**src/rtl/sopc_run_ctrl_pkg.sv**
```systemverilog
// Shared encodings for the SOPC run controller: sequencing states and
// the active levels of the CPU reset and clock-enable.
package sopc_run_ctrl_pkg;

    typedef enum logic [1:0] {
        ST_HOLD = 2'd0,
        ST_RUN  = 2'd1,
        ST_DONE = 2'd2
    } run_state_e;

    localparam logic RstEnable   = 1'b1;
    localparam logic RstDisable  = 1'b0;
    localparam logic ChipEnable  = 1'b1;
    localparam logic ChipDisable = 1'b0;

endpackage

```
**src/rtl/sopc_run_ctrl_rst_sync2.sv**
```systemverilog
// Two-flop reset synchronizer: assertion is asynchronous, release is
// aligned to clk after two rising edges.
module rst_sync2 (
    input  logic clk,
    input  logic rst_n,
    output logic rst_sync
);

    logic meta_q;
    logic sync_q;

    always_ff @(posedge clk or negedge rst_n) begin
        if (!rst_n) begin
            meta_q <= 1'b0;
            sync_q <= 1'b0;
        end else begin
            meta_q <= 1'b1;
            sync_q <= meta_q;
        end
    end

    assign rst_sync = sync_q;

endmodule

```
**src/rtl/sopc_run_ctrl.sv**
```systemverilog
// Run controller for the OpenMIPS SOPC: stretches a synchronized reset,
// runs the core for a bounded number of cycles, then freezes it.
//
// state   | meaning
// ST_HOLD | cpu held in reset; hold_cnt advances once rst_sync is up
// ST_RUN  | cpu clock-enabled; cycle_cnt counts (saturating)
// ST_DONE | cpu frozen; done and cycle_cnt held until rst or sw_rst_req
module sopc_run_ctrl
    import sopc_run_ctrl_pkg::*;
#(
    parameter int unsigned HOLD_CYCLES = 4,
    parameter int unsigned RUN_CYCLES  = 50,
    parameter int unsigned CNT_W       = 32
) (
    input  logic             clk,
    input  logic             rst,
    input  logic             sw_rst_req,
    input  logic             halt_req,
    output logic             cpu_rst,
    output logic             cpu_ce,
    output logic             done,
    output logic [CNT_W-1:0] cycle_cnt
);

    localparam logic [CNT_W-1:0] HOLD_LAST   = CNT_W'(HOLD_CYCLES - 1);
    localparam logic [CNT_W-1:0] RUN_LAST    = CNT_W'(RUN_CYCLES - 1);
    localparam logic [CNT_W-1:0] CNT_ONE     = CNT_W'(1);
    localparam bit               RUN_LIMITED = (RUN_CYCLES != 0);

    logic             rst_sync;
    run_state_e       state_q, state_d;
    logic [CNT_W-1:0] hold_cnt_q, hold_cnt_d;
    logic [CNT_W-1:0] cycle_cnt_q, cycle_cnt_d;
    logic             cpu_rst_q, cpu_rst_d;
    logic             cpu_ce_q, cpu_ce_d;
    logic             done_q, done_d;

    rst_sync2 u_rst_sync2 (
        .clk      (clk),
        .rst_n    (rst),
        .rst_sync (rst_sync)
    );

    always_comb begin
        state_d     = state_q;
        hold_cnt_d  = hold_cnt_q;
        cycle_cnt_d = cycle_cnt_q;
        cpu_rst_d   = cpu_rst_q;
        cpu_ce_d    = cpu_ce_q;
        done_d      = done_q;

        // Soft reset leaves the synchronizer alone, so the hold restarts at once.
        if (sw_rst_req) begin
            state_d     = ST_HOLD;
            hold_cnt_d  = '0;
            cycle_cnt_d = '0;
            done_d      = 1'b0;
            cpu_rst_d   = RstEnable;
            cpu_ce_d    = ChipDisable;
        end else begin
            unique case (state_q)
                ST_HOLD: begin
                    if (rst_sync) begin
                        if (hold_cnt_q == HOLD_LAST) begin
                            state_d     = ST_RUN;
                            hold_cnt_d  = '0;
                            cycle_cnt_d = '0;
                            cpu_rst_d   = RstDisable;
                            cpu_ce_d    = ChipEnable;
                        end else begin
                            hold_cnt_d = hold_cnt_q + CNT_ONE;
                        end
                    end
                end
                ST_RUN: begin
                    if (cycle_cnt_q != '1) begin
                        cycle_cnt_d = cycle_cnt_q + CNT_ONE;
                    end
                    if (halt_req || (RUN_LIMITED && (cycle_cnt_q == RUN_LAST))) begin
                        state_d  = ST_DONE;
                        cpu_ce_d = ChipDisable;
                        done_d   = 1'b1;
                    end
                end
                ST_DONE: begin
                end
                default: begin
                    state_d     = ST_HOLD;
                    hold_cnt_d  = '0;
                    cycle_cnt_d = '0;
                    done_d      = 1'b0;
                    cpu_rst_d   = RstEnable;
                    cpu_ce_d    = ChipDisable;
                end
            endcase
        end
    end

    always_ff @(posedge clk or negedge rst) begin
        if (!rst) begin
            state_q     <= ST_HOLD;
            hold_cnt_q  <= '0;
            cycle_cnt_q <= '0;
            cpu_rst_q   <= RstEnable;
            cpu_ce_q    <= ChipDisable;
            done_q      <= 1'b0;
        end else begin
            state_q     <= state_d;
            hold_cnt_q  <= hold_cnt_d;
            cycle_cnt_q <= cycle_cnt_d;
            cpu_rst_q   <= cpu_rst_d;
            cpu_ce_q    <= cpu_ce_d;
            done_q      <= done_d;
        end
    end

    assign cpu_rst   = cpu_rst_q;
    assign cpu_ce    = cpu_ce_q;
    assign done      = done_q;
    assign cycle_cnt = cycle_cnt_q;

endmodule

```
**config.mk**
```make
export PLATFORM = sky130hd
export DESIGN_NAME = sopc_run_ctrl
export DESIGN_NICKNAME = d
export VERILOG_FILES = /design/src/rtl/sopc_run_ctrl_pkg.sv /design/src/rtl/sopc_run_ctrl_rst_sync2.sv /design/src/rtl/sopc_run_ctrl.sv
export SDC_FILE = /design/constraint.sdc
export NUM_CORES = 1
export LEC_CHECK = 0
export CAP_MARGIN = 20
export CORE_MARGIN = 2
export CORE_UTILIZATION = 50
export DETAILED_ROUTE_END_ITERATION = 8
export PLACE_DENSITY = 0.71
export RECOVER_POWER = 100
export SKIP_CTS_REPAIR_TIMING = 1
export SLEW_MARGIN = 10
export SYNTH_ARGS = -nofsm -noshare
export SYNTH_HDL_FRONTEND = slang
export SYNTH_SLANG_ARGS = --single-unit
```
**constraint.sdc**
```tcl
create_clock -name clk -period 2.8 [get_ports clk]
set_input_delay 0.56 -clock clk [delete_from_list [all_inputs] [get_ports clk]]
set_output_delay 0.56 -clock clk [all_outputs]
set_load 0.01 [all_outputs]
```
==> impl_metrics.py <==
metrics = {
    "drt": {
        "drt_first_pass_iters": 4,
        "via_per_inst": 6.00,
        "postRouteAntennaNets": 0,
        "dr_total_vias": 3437,
        "drt_wl_total_mm": 9.43,
        "dr.first_iter.drc_count": 152,
        "drc": 0,
        "wire_per_inst_um": 16.5,
    },
    "synth": {
        "seq_area_frac_synth_pct": 44.7,
        "ys_async_sr_fraction_pct": 100,
        "ys_ff_latch": 70,
        "synth.top_cells.by_count": "dfrtp_1, nor2_1, o21ai_0",
        "synth_most_common_cell": "dfrtp_1",
        "synth_top_cell_by_area": "dfrtp_1",
        "syn_area_um2": 3920,
        "synth_edf_count": 0,
        "synth-warning-count": 0,
        "synth.top_cell.area_share_pct": 44.0,
        "syn_nets": 439,
        "synth.area.top_cells": "dfrtp_1, o21ai_0, nand4_1, nor2_1, xor2_1",
        "synthCells": 428,
        "ys_types": 55,
        "syn_avg_cell_area_um2": 9.16,
        "synthFlopType": "dfrtp_1",
    },
    "cts": {
        "clock_sinks": 70,
        "clkSlewWorstSetupHoldPaths_ps": 70,
        "root_buffer": "clkbuf_8",
        "clk_path_buf_depth": 2,
        "cts_tree": "yes",
        "cts_inserted_buffers": 9,
        "clock_latency_ps": 360,
        "htree_num_levels": 3,
    },
    "critical_path": {
        "worstSetupStartpointType": "flop",
        "r2r-end": "cycle_cnt[17]",
        "cp_slowest_stage_delay_ps": 540,
        "path_cells": "ha_1 -> nor4b_2 -> nand4_1 -> o41ai_4 -> and3_2 -> nand2_1 -> o31ai_1",
        "worstPathRequired_ps": 3060,
        "rr_worst_depth": 7,
        "critPathArrivalTime_ps": 2830,
        "cpMaxStageDelayCell": "and3_2",
        "critical_path_class": "reg -> reg",
        "crit-reg2reg-launch": "hold_cnt_q[0]",
        "ff2ff_setup_slack_ps": 240,
        "critical_path_peak_fanout": 21,
        "end_kind": "flop",
    },
    "power": {
        "sw_frac_of_total_pct": 27.7,
        "pwr-share-seq_pct": 47.4,
        "pwr-share-comb_pct": 15.3,
        "power.internal_mw": 1.63,
        "power_density_nw_per_um2": 493,
        "p_leak_nw": 2.05,
        "switchingPower_mw": 0.625,
        "p_total_mw": 2.26,
        "vdd_drop_max_v": 0.000303,
        "clockPowerShare_pct": 37.2,
    },
    "floorplanning": {
        "initial_utilization_pct": 51.3,
        "die_h_um": 92.6,
        "fp.coreArea_um2": 7650,
        "ios": 39,
        "row_count": 32,
        "dieArea_um2": 8570,
        "dieWidth_um": 92.6,
    },
    "timing": {
        "slew_viol_final": 0,
        "fin_tns_setup_ps": 0,
        "clock_skew_ps": 6.61,
        "setup_viol": 0,
        "slew_headroom_pct": 12.5,
        "hold_viol_final": 0,
        "fin_crit_ps": 2560,
        "clock.fmax_ghz": 0.390,
        "final.period_utilization_pct": 91.6,
        "rsz0062_at_grt": "false",
        "worst_pin_slew_ps": 1310,
    },
    "place": {
        "io_buffers": 38,
        "dpl.hpwl_mm": 6.63,
        "globalplace.congestion": 0.868,
    },
    "min_path": {
        "hold_path_depth": 0,
        "min_path_type": "reg -> reg",
        "holdPathEnd": "u_rst_sync2.rst_sync",
        "min_from": "u_rst_sync2.meta_q",
    },
    "final_layout": {
        "finalNetCount": 477,
        "drive_gt1_share_pct": 8.28,
        "diodes": 0,
        "ff_latch_area_um2": 1750,
        "syn_to_final_growth_pct": 16.8,
        "filler_cell_count": 670,
        "multi_input_area_um2": 2000,
    },
    "flow_run": {
        "cap_violations": 0,
    },
    "run_status": {
        "status": "completed",
    },
    "global_route": {
        "use_met3_pct": 4.07,
        "grt_pass1_vias": 3224,
        "grt_overflow": 0,
        "antenna_found_initial": 0,
        "grt_max_degree": 33,
        "gr-usage-met1_pct": 31.5,
        "grt_pass1_wl_mm": 16.1,
        "grt_util_met2_pct": 39.0,
        "grt_busiest_layer": "met2",
        "grtUsageTotal_pct": 23.7,
    },
}
-- logic make-up after synthesis --
logic type      count (synthesis)  synth area share (%)
simple gates                  189                  27.1
compound gates                101                  15.8
flops                          70                  44.7
buf+inv                        32                  3.80
xor+xnor                       26                  5.81
fa+ha+maj                       7                  2.23
mux                             2                 0.542
other cells                     1                0.0956
-- worst max-delay path: cells and delay by family, from the launching register on --
kind                       cells  cell delay (ps)
AOI/OAI and AO/OA              2              680
DFF                            1              380
and+or+nand+nor                4             1180
adders and majority gates      1              220
-- sequential cells by signal (all words and copies together), names as in the netlist --
name                  flops
u_rst_sync2.rst_sync      1
cpu_ce                    1
cycle_cnt                32
done                      1
hold_cnt_q               32
u_rst_sync2.meta_q        1
state_q                   1
cpu_rst                   1
-- metrics by stage --
step | cells | hold slack [ps] | util, % | cell area (um^2) | worst slack [ps]
final | 573 | 350 | 59.9 | 4580 | 236
after floorplan | 428 | 264 | - | 3920 | 703
after global routing | 573 | 372 | 59.9 | 4580 | 57.0
after global placement | 557 | 333 | 57.6 | 4400 | 298
after CTS | 573 | 209 | 60.2 | 4600 | 287
after detailed placement | 557 | 336 | 57.6 | 4400 | 239
-- power groups by stage --
| stage | clock network [mW] | logic (mW) | registers [mW] |
|---|---|---|---|
| floorplan | 0 | 0.218 | 1.09 |
| global placement | 0 | 0.353 | 1.09 |
| detailed placement | 0 | 0.359 | 1.09 |
| CTS | 0.850 | 0.361 | 1.07 |
| global route | 0.903 | 0.389 | 1.08 |
| finish | 0.841 | 0.347 | 1.07 |
-- per-layer routing --
metal  share of wire [%]  wire length, um
met5                   0                0
met4                 1.8              166
met3                 3.9              363
met2                  50             4740
met1                  44             4160
-- worst max-delay path by stage --
stage	from	end	slack (ps)	cells past startpoint
2_1_floorplan	cpu_ce	hold_cnt_q[18]	700	10
6_report	hold_cnt_q[0]	cycle_cnt[17]	240	7
3_3_place_gp	sw_rst_req	hold_cnt_q[25]	300	7
3_5_place_dp	sw_rst_req	hold_cnt_q[25]	240	7
4_1_cts	hold_cnt_q[0]	cycle_cnt[24]	290	7
5_1_grt	hold_cnt_q[0]	cycle_cnt[13]	60	7
-- layout make-up --
type                            instances  area share, %
Inverter                               11          0.901
Clock inverter                          4          0.983
Sequential cell                        70           38.3
Timing Repair Buffer                   48           9.94
Multi-Input combinational cell        326           43.7
Clock buffer                           12           3.39
Tap cell                              102           2.79
-- placed cells by master (no fill, tap or decap), types with 3 or more instances in the layout --
cell / netlist / routed
dfrtp_1: 69 / 69
o21ai_0: 39 / 46
nor2_1: 43 / 43
dlygate4sd3_1: 0 / 35
nand2_1: 30 / 31
nand4_1: 26 / 27
nand3_1: 20 / 20
a31oi_1: 19 / 19
xor2_1: 17 / 17
and3_1: 16 / 16
a21oi_1: 16 / 16
inv_1: 11 / 11
nor4_1: 11 / 11
clkbuf_8: 0 / 11
and4_1: 9 / 9
xnor2_1: 9 / 9
ha_1: 7 / 7
buf_4: 1 / 7
nor2b_1: 5 / 5
o31ai_1: 5 / 5
nor3_1: 4 / 4
nor4_2: 3 / 3
nand2b_1: 3 / 3
or2_2: 3 / 3
clkinv_2: 0 / 3
clkbuf_1: 10 / 3
(Power assumes the default switching activity.)
